===== src/rtl/fetch_pkg.sv =====
// fetch_pkg: shared types and defaults for the instruction-fetch stage
package fetch_pkg;
    localparam int DEFAULT_IMEM_AW = 10;
    typedef enum logic {RUN, HALT} fetch_state_t;
    typedef struct packed {
        logic [31:0] pc;
        logic [31:0] inst;
    } fetch_entry_t;
endpackage


===== src/rtl/fetch_fifo.sv =====
// fetch_fifo: 2-entry FIFO of fetched {pc, inst} pairs with flush
module fetch_fifo
    import fetch_pkg::*;
(
    input  logic         clk,
    input  logic         rst,
    input  logic         push,
    input  logic         pop,
    input  logic         flush,
    input  fetch_entry_t din,
    output logic [1:0]   count,
    output fetch_entry_t head
);
    fetch_entry_t [1:0] mem_q, mem_d;
    logic rd_q, rd_d, wr_q, wr_d;
    logic [1:0] count_q, count_d;
    // next state: flush empties the queue and beats any push/pop in that cycle
    always_comb begin
        mem_d = mem_q;
        if (push && !flush) mem_d[wr_q] = din;
        rd_d = flush ? 1'b0 : rd_q ^ pop;
        wr_d = flush ? 1'b0 : wr_q ^ push;
        count_d = flush ? 2'd0 : count_q + {1'b0, push} - {1'b0, pop};
    end
    // storage, pointers and occupancy
    always_ff @(posedge clk or posedge rst) begin
        if (rst) begin
            mem_q <= '0;
            rd_q <= 1'b0;
            wr_q <= 1'b0;
            count_q <= 2'd0;
        end else begin
            mem_q <= mem_d;
            rd_q <= rd_d;
            wr_q <= wr_d;
            count_q <= count_d;
        end
    end
    assign count = count_q;
    assign head = mem_q[rd_q];
endmodule


===== src/rtl/fetch_unit.sv =====
// fetch_unit: issues imem reads at pc, tags responses and queues them for decode
module fetch_unit
    import fetch_pkg::*;
#(
    parameter int IMEM_AW = DEFAULT_IMEM_AW
) (
    input  logic               clk,
    input  logic               rst,
    input  logic [31:0]        pc,
    input  logic               redirect,
    output logic               cta,
    output logic               imem_en,
    output logic [IMEM_AW-1:0] imem_addr,
    input  logic [31:0]        imem_rdata,
    output logic [31:0]        inst,
    output logic [31:0]        inst_pc,
    output logic               inst_valid,
    input  logic               inst_ready,
    output logic               misaligned
);
    fetch_state_t state_q, state_d;
    logic misaligned_q, misaligned_d, inflight_q, inflight_d;
    logic [31:0] tag_q, tag_d;
    logic [1:0] count;
    logic [2:0] occ;
    logic aligned, pop, push, issue;
    fetch_entry_t head, push_entry;

    assign aligned = pc[1:0] == 2'b00;
    assign pop = inst_valid & inst_ready;
    // a response arriving in a redirect cycle belongs to the old stream
    assign push = inflight_q & !redirect;
    assign occ = {1'b0, count} + {2'b00, inflight_q};
    // rst gating keeps cta/imem_en low for the whole reset window
    assign issue = !rst && state_q == RUN && !redirect && aligned && occ < 3'd2 + {2'b00, pop};
    assign push_entry = '{pc: tag_q, inst: imem_rdata};

    // next state: redirect recovers from HALT, a misaligned pc in RUN halts
    always_comb begin
        state_d = state_q;
        misaligned_d = misaligned_q;
        if (redirect) begin
            state_d = RUN;
            misaligned_d = 1'b0;
        end else if (state_q == RUN && !aligned) begin
            state_d = HALT;
            misaligned_d = 1'b1;
        end
        inflight_d = issue;
        tag_d = issue ? pc : tag_q;
    end

    // FSM, fault flag, in-flight flag and pc tag of the outstanding read
    always_ff @(posedge clk or posedge rst) begin
        if (rst) begin
            state_q <= RUN;
            misaligned_q <= 1'b0;
            inflight_q <= 1'b0;
            tag_q <= '0;
        end else begin
            state_q <= state_d;
            misaligned_q <= misaligned_d;
            inflight_q <= inflight_d;
            tag_q <= tag_d;
        end
    end

    fetch_fifo u_fifo (
        .clk   (clk),
        .rst   (rst),
        .push  (push),
        .pop   (pop),
        .flush (redirect),
        .din   (push_entry),
        .count (count),
        .head  (head)
    );

    assign cta = issue;
    assign imem_en = issue;
    assign imem_addr = pc[IMEM_AW+1:2];
    assign inst = head.inst;
    assign inst_pc = head.pc;
    assign inst_valid = count != 2'd0;
    assign misaligned = misaligned_q;
endmodule

===== config.mk =====
export PLATFORM = sky130hd
export DESIGN_NAME = fetch_unit
export DESIGN_NICKNAME = d
export VERILOG_FILES = /design/src/rtl/fetch_pkg.sv /design/src/rtl/fetch_fifo.sv /design/src/rtl/fetch_unit.sv
export SDC_FILE = /design/constraint.sdc
export NUM_CORES = 1
export LEC_CHECK = 0
export ABC_AREA = 1
export CORE_ASPECT_RATIO = 1.4
export CORE_MARGIN = 2
export CORE_UTILIZATION = 48
export DETAILED_ROUTE_END_ITERATION = 16
export PLACE_DENSITY = 0.77
export REMOVE_ABC_BUFFERS = 1
export SLEW_MARGIN = 20
export SYNTH_ARGS = -nofsm -noshare
export SYNTH_HDL_FRONTEND = slang
export SYNTH_HIERARCHICAL = 1
export SYNTH_SLANG_ARGS = --single-unit

===== constraint.sdc =====
create_clock -name clk -period 3.5 [get_ports clk]
set_input_delay 0.35 -clock clk [delete_from_list [all_inputs] [get_ports clk]]
set_output_delay 0.35 -clock clk [all_outputs]
set_load 0.005 [all_outputs]

==> results.md <==
- Power Density: 582 nW/um2
- Synth Area in XOR/XNOR: 0.111%
- Commonest non-fill, non-tap cell in the layout: nand2_1
- Req. time, crit path: 3150 ps
- H-tree levels: 4
- Least-Margin Pin Slew: 973 ps
- Post-DP HPWL: 9940 um
- IO Pins: 146
- Delay-heaviest family, CP: buffers and inverters
- Max Freq: 342 MHz
- P_int: 4.14 mW
- TritonRoute pass-1 iters: 4
- Cell count of the worst reg-to-reg path: 8
- Final core utilization: 60.4%
- Share of layout cells above drive strength 1: 27.3%
- Avg Vias per Cell: 4.90
- WHS: 467 ps
- GRT Total Usage: 18.9%
- Hold-fix buffers, CTS: 0
- Mux share of post-synthesis cell area: 9.12%
- Area post-placement: 9180 um2
- IO buf count: 145
- R2R Path End: u_fifo/mem_q[48]
- Most numerous cell on the critical path: ha_1
- Sequential share of power: 42.0%
- Flip-flop and latch area: 4160 um2
- Core area: 16200 um2
- Fillers: 1400
- Sequential area share after synthesis: 52.5%
- RSZ-0062 raised after global routing: false
- Startpoint types: flip-flop
- CP Data Arrival Time: 2580 ps
- Largest net degree at the start of global routing: 129
- Crit Path Category: reg -> out
- Final instance area: 9760 um2
- Final worst-path cycle share: 83.6%
- Crit path buf inv count: 2
- Crit path largest cell delay: 530 ps
- Min-Delay Startpoint: tag_q[19]
- Max-Slew Margin vs Limit: 35.1%
- # diodes: 0
- Via count: 5277
- GPL Wtd Cong: 0.788
- Final Slew Violations: 0
- Ys Warns: 6
- Flops & latches, synth: 166
- Worst setup margin: 573 ps
- Peak VDD IR: 0.407 mV
- CTS Root Cell: clkbuf_16
- Synth Area in Simple Gates: 12.7%
- Nets: 939
- Placed Cells: 1047
- Number of DRC markers in iteration 0: 241
- ANT nets after route: 0
- Reg2reg setup slack: 1620 ps
- Clock Pin Slew Worst Setup and Hold Paths: 60 ps
- Initial core utilization: 48.9%
- Final std cells w/o fill: 1078
- Synth Area in Adders: 0.633%
- Clock Skew: 6.15 ps
- Setup crit end kind: output port
- Post-CTS setup buffer count: 0
- Max FO, Critical Path: 31
- Slowest CP cell: clkdlybuf4s50_1
- Clk network pwr share: 32.8%
- Row count: 55
- Compound-gate portion of the synthesized area: 14.0%
- Commonest non-fill, non-tap cells in the layout: nand2_1, dfrtp_1, clkdlybuf4s50_1, o21ai_2, inv_1
- First-pass GRT wire length: 26500 um
- Net Switching: 1.55 mW
- Die Footprint: 17500 um2
- Max-cap violation count: 0
- Largest family of logic cells by synthesized area: compound AO/OA/AOI/OAI gates
- Cts bufs inserted: 17
- Hold Crit Class: reg -> reg
- Post-DR wirelength/cell: 14.2 um
- Vias in the first global route: 5554
- Switching share of power: 27.3%
- GRT overflow: 0
- Setup Viol. Count Final: 0
- Critical-path cell list: ha_1, ha_1, nor2_1, nand2_1, nor2_8, nand2_4, inv_1, clkdlybuf4s50_1
- Hold Violations, Final: 0
- Total Wirelength: 15300 um
- Synth Cell Area: 7910 um2
- Library cells used by synthesis: 21
- RR Startpoint: inflight_q
- Post-Syn Area per Cell: 10.6 um2
- Clock sinks: 166
- Leakage power: 4.65 nW
- Cts repair resizes: 0
- Area of the multi-input gates: 2910 um2
- TritonCTS clock tree: built
- Top cell type's share of synthesized area: 52.5%
- DRC errors left: 0
- Setup TNS: 0 ps
- DIE WIDTH: 112 um
- Top cells by area, synth: dfrtp_1, o21ai_2, mux2_2, nand2_1, buf_6
- WHS Path Cells: 2
- Power Total: 5.69 mW
- Status: finished, final reports clean
- Synth area leader: dfrtp_1
- Post-synthesis cell count: 746
- Area delta synth->final: 23.5%
- Pre-CTS setup slack: 851 ps
- Tmin final: 2930 ps
- Min-Delay Endpoint: tag_q[19]
- Die Y: 156 um
- Comb pwr share: 25.2%
- Max Root-Sink Buffers: 2
- Worst skew pair latency: 420 ps
- Antenna violations before repair: 0
worst min-delay path: cells and delay by family, from the launching register on:
kind	cells	cell delay (ps)
flops	1	340
simple gates	2	90
cell type report:
cell class              count  area share, %
flip-flops and latches    166           42.6
multi-input cells         443           29.9
repair buffers            157           15.8
clock buffers              19           4.43
inverters                  82           3.20
well taps                 199           2.55
clock inverters            12           1.58
power groups by stage:
stage / Combinational (mW) / Clock [mW] / Sequential (mW)
global placement: 1.43 / 0 / 2.42
global route: 1.58 / 2.01 / 2.43
floorplan: 0.782 / 0 / 2.39
CTS: 1.46 / 1.92 / 2.39
detailed placement: 1.45 / 0 / 2.43
finish: 1.43 / 1.86 / 2.39
synthesized netlist by cell type:
master,instances
a21oi_1,2
buf_2,1
buf_4,15
buf_6,39
dfrtp_1,166
ha_1,4
inv_1,80
inv_2,2
mux2_2,64
nand2_1,190
nand2_2,8
nand2_4,1
nand3_1,32
nor2_1,8
nor2_2,2
nor2_8,1
nor3_1,1
o21a_1,1
o21ai_1,9
o21ai_2,119
xnor2_1,1
sequential cells by signal (all words and copies together), names as in the netlist:
name and cells:
u_fifo/mem_q 128, tag_q 32, u_fifo/count 2, inflight_q 1, misaligned 1, u_fifo/rd_q 1, u_fifo/wr_q 1
per-layer routing:
metal | part of all wire (%) | vias to the layer above | GRT usage [%]
li1 | - | 2626 | -
met1 | 42 | 2533 | 22.9
met2 | 53 | 104 | 33.8
met3 | 3.6 | 14 | 4.08
met4 | 1.0 | 0 | 5.57
met5 | 0 | - | 0
kinds of logic after synthesis:
logic type | after synthesis
compound gates | 131
simple gates | 243
fa+ha+maj | 4
mux | 64
buf+inv | 137
xor+xnor | 1
flops | 166
worst max path at each step:
stage / start / slack (ps) / depth (start not counted) / endpoint
final: u_fifo/count[0] / 570 / 8 / cta
after global routing: u_fifo/count[0] / 400 / 8 / cta
after CTS: u_fifo/count[0] / 530 / 8 / cta
after detailed placement: rst / 850 / 7 / cta
after global placement: rst / 870 / 7 / cta
after floorplan: rst / -380 / 1 / u_fifo/count[0]
Note: power is estimated with default switching activity, not from simulation.
